<file path="src/rtl/adc_rdbus_ctrl_if.sv">
// Host-bus strobes, capture-buffer read port and status outputs of the ADC read-bus sequencer.
interface adc_rdbus_ctrl_if #(
  parameter int unsigned ADDR_W = 16,
  parameter int unsigned ROW_W  = 8
);
  logic              cs_res;
  logic              cs_laddr;
  logic              cs_haddr;
  logic              cs_row;
  logic              cs_read;
  logic [7:0]        data_in;
  logic [ADDR_W-1:0] mem_addr;
  logic              mem_rd;
  logic [7:0]        mem_rdata;
  logic              mem_rvalid;
  logic [7:0]        bus_dout;
  logic [ROW_W-1:0]  row_sel;
  logic              row_load;
  logic              soft_rst;
  logic              busy;
  logic              ovr;

  modport slave (
    input  cs_res, cs_laddr, cs_haddr, cs_row, cs_read, data_in, mem_rdata, mem_rvalid,
    output mem_addr, mem_rd, bus_dout, row_sel, row_load, soft_rst, busy, ovr
  );

  modport master (
    output cs_res, cs_laddr, cs_haddr, cs_row, cs_read, data_in, mem_rdata, mem_rvalid,
    input  mem_addr, mem_rd, bus_dout, row_sel, row_load, soft_rst, busy, ovr
  );
endinterface

</file>
<file path="src/rtl/adc_rdbus_ctrl.sv">
// Resynchronises host chip-select strobes, tracks the buffer read pointer / row select
// and prefetches the next buffer byte so host reads see auto-incrementing data.
module adc_rdbus_ctrl #(
  parameter int unsigned ADDR_W = 16,
  parameter int unsigned ROW_W  = 8,
  parameter int unsigned MEM_TO = 15
) (
  input  logic             clk,
  input  logic             rst_n,
  adc_rdbus_ctrl_if.slave  bus
);

  localparam int unsigned NCS      = 5;
  localparam int unsigned TMR_W    = $clog2(MEM_TO + 1);
  localparam int unsigned EV_RES   = 0;
  localparam int unsigned EV_LADDR = 1;
  localparam int unsigned EV_HADDR = 2;
  localparam int unsigned EV_ROW   = 3;
  localparam int unsigned EV_READ  = 4;

  typedef enum logic {S_IDLE, S_WAIT} state_t;

  logic [NCS-1:0]    w_cs_pin;
  logic [NCS-1:0]    r_cs_s1, r_cs_s2, r_cs_s3;
  logic [NCS-1:0]    w_ev;
  logic [7:0]        r_data;
  logic [ADDR_W-1:0] r_ptr, w_ptr_nxt, r_mem_addr;
  logic              w_rd_ok, w_row_ok, w_start;
  state_t            r_state;
  logic [TMR_W-1:0]  r_tmr;
  logic              r_mem_rd, r_pend, r_discard, r_busy, r_ovr;
  logic              r_soft_rst, r_row_pend, r_row_load;
  logic [7:0]        r_bus_dout;
  logic [ROW_W-1:0]  r_row_sel;

  assign w_cs_pin = {bus.cs_read, bus.cs_row, bus.cs_haddr, bus.cs_laddr, bus.cs_res};
  // Command event = synchronised strobe release (low-to-high).
  assign w_ev     = r_cs_s2 & ~r_cs_s3;

  always_ff @(posedge clk or negedge rst_n) begin
    if (!rst_n) begin
      r_cs_s1 <= '1;
      r_cs_s2 <= '1;
      r_cs_s3 <= '1;
    end else begin
      r_cs_s1 <= w_cs_pin;
      r_cs_s2 <= r_cs_s1;
      r_cs_s3 <= r_cs_s2;
    end
  end

  // Capture host data while any synchronised write strobe is still low.
  always_ff @(posedge clk or negedge rst_n) begin
    if (!rst_n) begin
      r_data <= '0;
    end else if (!(&r_cs_s2[EV_ROW:EV_LADDR])) begin
      r_data <= bus.data_in;
    end
  end

  // Event arbitration and next pointer value.
  always_comb begin
    w_ptr_nxt = r_ptr;
    w_rd_ok   = 1'b0;
    w_row_ok  = 1'b0;
    w_start   = 1'b0;
    if (w_ev[EV_RES]) begin
      w_ptr_nxt = '0;
      w_start   = 1'b1;
    end else begin
      if (w_ev[EV_LADDR]) w_ptr_nxt[7:0] = r_data;
      if (w_ev[EV_HADDR]) w_ptr_nxt[ADDR_W-1:8] = r_data[ADDR_W-9:0];
      w_row_ok = w_ev[EV_ROW];
      w_rd_ok  = w_ev[EV_READ] & ~w_ev[EV_LADDR] & ~w_ev[EV_HADDR];
      if (w_rd_ok) w_ptr_nxt = r_ptr + ADDR_W'(1);
      w_start  = w_ev[EV_LADDR] | w_ev[EV_HADDR] | w_rd_ok;
    end
  end

  // A new command always passes through IDLE so an aborted fetch is marked discarded first.
  always_ff @(posedge clk or negedge rst_n) begin
    if (!rst_n) begin
      r_state    <= S_IDLE;
      r_ptr      <= '0;
      r_mem_addr <= '0;
      r_mem_rd   <= 1'b0;
      r_tmr      <= '0;
      r_pend     <= 1'b0;
      r_discard  <= 1'b0;
      r_busy     <= 1'b0;
      r_ovr      <= 1'b0;
      r_bus_dout <= '0;
      r_row_sel  <= '0;
      r_row_pend <= 1'b0;
      r_row_load <= 1'b0;
      r_soft_rst <= 1'b0;
    end else begin
      r_mem_rd   <= 1'b0;
      r_ptr      <= w_ptr_nxt;
      r_soft_rst <= w_ev[EV_RES];
      r_row_pend <= w_row_ok;
      r_row_load <= r_row_pend;
      if (w_row_ok) r_row_sel <= r_data[ROW_W-1:0];
      if (w_ev[EV_RES]) r_row_sel <= '0;

      if (w_start) begin
        r_state <= S_IDLE;
        r_busy  <= 1'b0;
        r_pend  <= 1'b1;
        if (r_state == S_WAIT) r_discard <= 1'b1;
        if (w_rd_ok && r_busy) r_ovr <= 1'b1;
        if (w_ev[EV_RES]) begin
          r_ovr      <= 1'b0;
          r_bus_dout <= '0;
        end
      end else begin
        case (r_state)
          S_IDLE: begin
            if (r_pend) begin
              r_mem_addr <= r_ptr;
              r_mem_rd   <= 1'b1;
              r_discard  <= 1'b0;
              r_pend     <= 1'b0;
              r_busy     <= 1'b1;
              r_tmr      <= '0;
              r_state    <= S_WAIT;
            end
          end
          S_WAIT: begin
            if (bus.mem_rvalid && !r_discard) begin
              r_bus_dout <= bus.mem_rdata;
              r_busy     <= 1'b0;
              r_state    <= S_IDLE;
            end else if (r_tmr == TMR_W'(MEM_TO - 1)) begin
              r_ovr   <= 1'b1;
              r_busy  <= 1'b0;
              r_state <= S_IDLE;
            end else begin
              r_tmr <= r_tmr + TMR_W'(1);
            end
          end
          default: r_state <= S_IDLE;
        endcase
      end
    end
  end

  assign bus.mem_addr = r_mem_addr;
  assign bus.mem_rd   = r_mem_rd;
  assign bus.bus_dout = r_bus_dout;
  assign bus.row_sel  = r_row_sel;
  assign bus.row_load = r_row_load;
  assign bus.soft_rst = r_soft_rst;
  assign bus.busy     = r_busy;
  assign bus.ovr      = r_ovr;

endmodule

</file>
<file path="src/flat_wrapper.sv">
// flat-port wrapper written by rule: the top's interface ports become plain ports
module adc_rdbus_ctrl_flat 
#(
  parameter int unsigned ADDR_W = 16,
  parameter int unsigned ROW_W  = 8,
  parameter int unsigned MEM_TO = 15
)
  (clk, rst_n, bus_cs_res, bus_cs_laddr, bus_cs_haddr, bus_cs_row, bus_cs_read, bus_data_in, bus_mem_rdata, bus_mem_rvalid, bus_mem_addr, bus_mem_rd, bus_bus_dout, bus_row_sel, bus_row_load, bus_soft_rst, bus_busy, bus_ovr);
  adc_rdbus_ctrl_if #(.ADDR_W(ADDR_W), .ROW_W(ROW_W)) bus_i ();
  input  logic clk;
  input  logic rst_n;
  input wire logic [$bits(bus_i.cs_res)-1:0] bus_cs_res;
  input wire logic [$bits(bus_i.cs_laddr)-1:0] bus_cs_laddr;
  input wire logic [$bits(bus_i.cs_haddr)-1:0] bus_cs_haddr;
  input wire logic [$bits(bus_i.cs_row)-1:0] bus_cs_row;
  input wire logic [$bits(bus_i.cs_read)-1:0] bus_cs_read;
  input wire logic [$bits(bus_i.data_in)-1:0] bus_data_in;
  input wire logic [$bits(bus_i.mem_rdata)-1:0] bus_mem_rdata;
  input wire logic [$bits(bus_i.mem_rvalid)-1:0] bus_mem_rvalid;
  output wire logic [$bits(bus_i.mem_addr)-1:0] bus_mem_addr;
  output wire logic [$bits(bus_i.mem_rd)-1:0] bus_mem_rd;
  output wire logic [$bits(bus_i.bus_dout)-1:0] bus_bus_dout;
  output wire logic [$bits(bus_i.row_sel)-1:0] bus_row_sel;
  output wire logic [$bits(bus_i.row_load)-1:0] bus_row_load;
  output wire logic [$bits(bus_i.soft_rst)-1:0] bus_soft_rst;
  output wire logic [$bits(bus_i.busy)-1:0] bus_busy;
  output wire logic [$bits(bus_i.ovr)-1:0] bus_ovr;
  assign bus_i.cs_res = bus_cs_res;
  assign bus_i.cs_laddr = bus_cs_laddr;
  assign bus_i.cs_haddr = bus_cs_haddr;
  assign bus_i.cs_row = bus_cs_row;
  assign bus_i.cs_read = bus_cs_read;
  assign bus_i.data_in = bus_data_in;
  assign bus_i.mem_rdata = bus_mem_rdata;
  assign bus_i.mem_rvalid = bus_mem_rvalid;
  assign bus_mem_addr = bus_i.mem_addr;
  assign bus_mem_rd = bus_i.mem_rd;
  assign bus_bus_dout = bus_i.bus_dout;
  assign bus_row_sel = bus_i.row_sel;
  assign bus_row_load = bus_i.row_load;
  assign bus_soft_rst = bus_i.soft_rst;
  assign bus_busy = bus_i.busy;
  assign bus_ovr = bus_i.ovr;
  adc_rdbus_ctrl #(.ADDR_W(ADDR_W), .ROW_W(ROW_W), .MEM_TO(MEM_TO)) u_core (.clk(clk), .rst_n(rst_n), .bus(bus_i));
endmodule
</file>
<file path="config.mk">
export PLATFORM = sky130hd
export DESIGN_NAME = adc_rdbus_ctrl_flat
export DESIGN_NICKNAME = d
export VERILOG_FILES = /design/src/rtl/adc_rdbus_ctrl_if.sv /design/src/rtl/adc_rdbus_ctrl.sv /design/src/flat_wrapper.sv
export SDC_FILE = /design/constraint.sdc
export NUM_CORES = 1
export LEC_CHECK = 0
export BUFFER_PORTS_ARGS = -buffer_cell sky130_fd_sc_hd__buf_2
export CAP_MARGIN = 20
export CORE_ASPECT_RATIO = 1.75
export CORE_MARGIN = 10
export CORE_UTILIZATION = 56
export DETAILED_ROUTE_END_ITERATION = 7
export GPL_TIMING_DRIVEN = 0
export PLACE_DENSITY = 0.8
export RECOVER_POWER = 100
export REMOVE_ABC_BUFFERS = 1
export SLEW_MARGIN = 20
export SYNTH_ARGS = -nofsm -noshare
export SYNTH_HDL_FRONTEND = slang
export SYNTH_SLANG_ARGS = --single-unit
export TNS_END_PERCENT = 100
</file>
<file path="constraint.sdc">
create_clock -name clk -period 3.1 [get_ports clk]
set_input_delay 0.62 -clock clk [delete_from_list [all_inputs] [get_ports clk]]
set_output_delay 0.62 -clock clk [all_outputs]
set_load 0.02 [all_outputs]
</file>
Word level (Yosys, flattened, before mapping)
Cells that the tools add are included.
Widths: inputs -> output; s select.
{ "word_totals": {"input_bits": 24, "ff_bits": 84} }
{ "op_classes": {"eq_ne": 11, "muxes": 41, "bitwise": 10, "n_addsub": 2, "n_reduce_logical": 17} }
{ "op_table": {"columns": ["cell", "n"], "rows": [
  ["$mux 8", 8],
  ["$mux 16", 2],
  ["$mux 1", 25],
  ["$add 16x1->16 const B", 1],
  ["$mux 4", 3],
  ["$reduce_and 3->1", 4],
  ["$reduce_bool 2->1", 5],
  ["$ne 2x1->1 const B", 4],
  ["$pmux 4 s2", 1],
  ["$reduce_and 4->1", 2],
  ["$ne 2x2->1 const B", 3],
  ["$reduce_bool 3->1", 2],
  ["$and 5x5->5", 1],
  ["$not 5->5", 1],
  ["$add 4x1->4 const B", 1],
  ["$eq 4x4->1 const B", 1],
  ["$ne 4x3->1 const B", 1],
  ["$not 1->1", 4],
  ["$pmux 1 s2", 2],
  ["$ne 3x1->1 const B", 1],
  ["$ne 3x2->1 const B", 1],
  ["$and 1x1->1", 2],
  ["$logic_and 1x1->1", 2],
  ["$or 1x1->1", 2],
  ["2 further kinds", 2]
]} }

Logic depth before layout (Yosys ltp)
{ "depth": {"ltp_word": 10, "depth_mapped": 10, "mapped_depth_nobuf": 8} }

Worst setup path after synthesis
OpenSTA, ideal clock, no wires.
{ "synth_timing": {"kind": "register -> register", "startpoint": "register u_core.r_cs_s2[1]", "endpoint": "register u_core.r_mem_addr[10], in the netlist u_core.bus.mem_addr[10]", "path_buffers": 3, "t_arrival_ns": 2.206, "stages_incl_launch_ff": 11, "slack_ns": 0.770, "setup_ns": 0.125, "path_cell_list": "dfstp_2 nor2b_1 buf_8 nor2_4 nand3_2 inv_2 buf_2 ha_1 nand2_1 buf_2 mux2_2"} }
{ "synth_via": {"elab_chain_cells": 8} }
{ "synth_rtl": {"columns": ["item", "line", "rtl"], "rows": [
  ["from (decl)", "adc_rdbus_ctrl.sv:24", "logic [NCS-1:0] r_cs_s1, r_cs_s2, r_cs_s3;"],
  ["from (signal assigned)", "adc_rdbus_ctrl.sv:47", "r_cs_s2 <= r_cs_s1;"],
  ["$and 5x5->5 *", "adc_rdbus_ctrl.sv:38", "assign w_ev = r_cs_s2 & ~r_cs_s3;"],
  ["$not 1->1", "adc_rdbus_ctrl.sv:74", "w_rd_ok = w_ev[EV_READ] & ~w_ev[EV_LADDR] & ~w_ev[EV_HADDR];"],
  ["$and 1x1->1 (2 in a row)", "adc_rdbus_ctrl.sv:74", null],
  ["$or 1x1->1 *", "adc_rdbus_ctrl.sv:76", "w_start = w_ev[EV_LADDR] | w_ev[EV_HADDR] | w_rd_ok;"],
  ["$mux 1 *", "adc_rdbus_ctrl.sv:67", "if (w_ev[EV_RES]) begin"],
  ["$not 1->1 (no source line) *", null, null],
  ["$reduce_and 3->1 (no source line) *", null, null],
  ["to (signal assigned)", "adc_rdbus_ctrl.sv:120", "r_mem_addr <= r_ptr;"],
  ["to (decl)", "adc_rdbus_ctrl.sv:27", "logic [ADDR_W-1:0] r_ptr, w_ptr_nxt, r_mem_addr;"]
]} }
Every way passes the cells marked *; elsewhere a longest branch is shown, timed or not.
A chain may end at the register's enable or synchronous reset.

Final worst setup path
{ "layout_timing": {"startpoint": "register u_core.r_cs_s2[2]", "endpoint": "register u_core.r_mem_addr[1], in the netlist u_core.bus.mem_addr[1]"} }
{ "layout_via": {"elab_chain_cells": 7} }
{ "layout_rtl": {"columns": ["item", "line"], "rows": [
  ["$and 5x5->5 *", "adc_rdbus_ctrl.sv:38"],
  ["$not 1->1", "adc_rdbus_ctrl.sv:74"],
  ["$and 1x1->1", "adc_rdbus_ctrl.sv:74"],
  ["$or 1x1->1 *", "adc_rdbus_ctrl.sv:76"],
  ["$mux 1 *", "adc_rdbus_ctrl.sv:67"],
  ["$not 1->1 (no source line) *", null],
  ["$reduce_and 3->1 (no source line) *", null]
]} }
Marked as above.

==> results.json <==
{
  "r2r_start": "u_core.r_cs_s2[2]",
  "initial_core_util_pct": 58.0,
  "crit_required_ns": 3.34,
  "violations": "capacitance limit, slew limit",
  "synthCells": 317,
  "setup_violations": 0,
  "dpl-instance-area_mm2": 0.00397,
  "avgSynthCellArea_um2": 11.4,
  "crit_path_start_kind": "register",
  "reg2regPathDepth": 7,
  "cp-end-kind": "register",
  "ys_ff_latch": 84,
  "antenna_cells": 0,
  "worst_hold_slack_ns": 0.348,
  "netlist_area_mm2": 0.00361,
  "rsz0062_at_grt": "false",
  "cp.arrival_ns": 3.08,
  "final_common_cell": "dfrtp_1",
  "routed_via_density": 5.64,
  "status": "complete, but fails checks",
  "min_period_over_period_pct": 91.7,
  "antenna_found_initial": 0,
  "synth_cell_types": 50,
  "port_buffers": 60,
  "numCtsBuffers": 9,
  "r2r_end": "u_core.bus.mem_addr[1]",
  "stdcell_count": 462,
  "num_rows": 38,
  "p_per_area_mw_per_mm2": 663,
  "crit_fanout": 17,
  "tightestPinTransition_ns": 2.08,
  "wl_um": 8060,
  "layout_common_cells": "dfrtp_1 (69), nand2_1 (49), clkbuf_1 (38), mux2_2 (25), a21oi_1 (24)",
  "maxCapViolations": 1,
  "fin_area_mm2": 0.00411,
  "hold_viol_final": 0,
  "die_w_um": 80.7,
  "syn_to_final_growth_pct": 13.6,
  "regToRegSetupSlack_ns": 0.26,
  "synth_warnings": 0,
  "fin_crit_ns": 2.84,
  "leakage_nw": 1.76,
  "post_drt_wl_per_cell_um": 17.5,
  "cts-root-buf": "clkbuf_8",
  "dp_cells": 446,
  "grt_pass1_wl_um": 13000,
  "worst-setup-path-type": "reg -> reg",
  "hold_buffers": 0,
  "post_cts_buffers": 0,
  "h-tree-depth": 3,
  "synthFlopType": "dfrtp_1",
  "clockBufferDepth": 2,
  "yosysTopAreaCell": "dfrtp_1",
  "synth_top_area_share_pct": 47.8,
  "cts.sinks": 84,
  "dp_hpwl_um": 5660,
  "die_h_um": 126,
  "gp_congestion": 0.871,
  "grt_max_degree": 48,
  "drive_gt1_share_pct": 22.3,
  "clk_latency_ns": 0.37,
  "grt_usage_pct": 16.6,
  "max_freq_mhz": 352,
  "fin_skew_ns": 0.0154,
  "vias": 2607,
  "ys_seq_area_share_pct": 58.7,
  "clkTransAtPathRegs_ns": 0.08,
  "cp-startpoint": "u_core.r_cs_s2[2]",
  "synth-edff-count": 0,
  "die_area_mm2": 0.0102,
  "hold_class": "in -> reg",
  "postRouteAntennaNets": 0,
  "yosys-top-cells-area": "dfrtp_1 (48%), dfstp_2 (11%), mux2_2 (7.8%), nand2_1 (5.0%), a21oi_1 (3.3%)",
  "synthArstFlopShare_pct": 100,
  "coreArea_mm2": 0.00623,
  "setup_tns_ns": 0,
  "dr.first_iter.drc_count": 202,
  "grt_pass1_vias": 2674,
  "ios": 61,
  "fin_nets": 406,
  "max-slew-margin-rel_pct": -38.7,
  "irDropWorstVdd_uv": 482,
  "dr.pass1.iters": 4,
  "cts_tree": "built",
  "slew_violations": 38,
  "grt_overflow": 0,
  "cp-endpoint": "u_core.bus.mem_addr[1]",
  "drc": 0,
  "final_core_util_pct": 65.9
}
worst min path at each step:
stage | start | cells past startpoint | slack [ns] | endpoint
3_3_place_gp | u_core.r_row_pend | 0 | 0.34 | u_core.bus.row_load
3_5_place_dp | u_core.r_cs_s1[4] | 0 | 0.35 | u_core.r_cs_s2[4]
2_1_floorplan | rst_n | 0 | 0.32 | u_core.bus.bus_dout[0]
5_1_grt | bus_cs_row | 1 | 0.34 | u_core.r_cs_s1[3]
4_1_cts | rst_n | 1 | 0.23 | u_core.bus.mem_addr[6]
6_report | bus_cs_row | 1 | 0.35 | u_core.r_cs_s1[3]
where the power goes:
part / leakage (nW) / switching (mW) / internal, mW
registers: 1.03 / 0.127 / 1.26
logic: 0.627 / 0.342 / 0.198
clock network: 0.0983 / 0.398 / 0.392
sequential cells by signal (all words and copies together) (netlist names), 4 cells and up:
signal               count
u_core.r_tmr             4
u_core.bus.mem_addr     16
u_core.r_data            8
u_core.bus.bus_dout      8
u_core.bus.row_sel       8
u_core.r_cs_s3           5
u_core.r_cs_s2           5
u_core.r_ptr            16
u_core.r_cs_s1           5
synthesized netlist by cell type (4+ instances only):
cell / n
dfrtp_1: 69
nand2_1: 48
mux2_2: 25
a21oi_1: 24
o21ai_0: 16
dfstp_2: 15
nor2_1: 14
nand3_1: 9
o21ai_1: 7
nor2b_1: 6
nor3_1: 6
xor2_1: 6
clkbuf_1: 5
ha_1: 5
nand4_1: 5
xnor2_1: 5
inv_1: 4
layout make-up:
type                    count  area, um^2
clock buffers              10         138
clock inverters             6        63.8
fillers                   517        2120
inverters                   5        18.8
multi-input cells         216        1380
flip-flops and latches     84        2120
well taps                  80         100
repair buffers             61         280
layer usage:
layer	routed length [um]	share of wire [%]	global-route usage, %	vias up
li1	-	-	-	1232
met1	2990	37	17.1	1273
met2	4330	54	28.4	81
met3	426	5.3	3.92	21
met4	317	3.9	11.0	0
met5	0	0	0	-
timing repair:
| item | in CTS | in global routing |
|---|---|---|
| gates resized for setup | 0 | 1 |
| endpoints found under the setup margin | 0 | 16 |
| endpoints found under the hold margin | 0 | 0 |
kinds of logic (layout without fill, tap and decap cells):
group	count (synthesis)	count (layout)	synth area share, %
and+or+nand+nor	108	108	15.2
AOI/OAI and AO/OA	66	66	11.2
buffers and inverters	17	82	2.49
adders and majority gates	5	5	1.73
muxes	26	26	8.10
DFF	84	84	58.7
xor gates and xnor gates	11	11	2.67
critical path: stages, from the launching register on:
cell,delay [ns]
dfstp_1,0.58
nor2b_1,0.53
nor2_4,0.06
nand3_2,0.16
inv_2,0.16
ha_1,0.27
nand2_1,0.55
mux2_2,0.41
metrics by stage:
stage                     total power [mW]  setup slack [ns]
after floorplan                       1.76             0.638
after detailed placement              1.99            0.0678
final                                 2.72             0.257
after global routing                  2.86            0.0425
after CTS                             2.77            0.0820
after global placement                1.96             0.136
(Power assumes the default switching activity.)
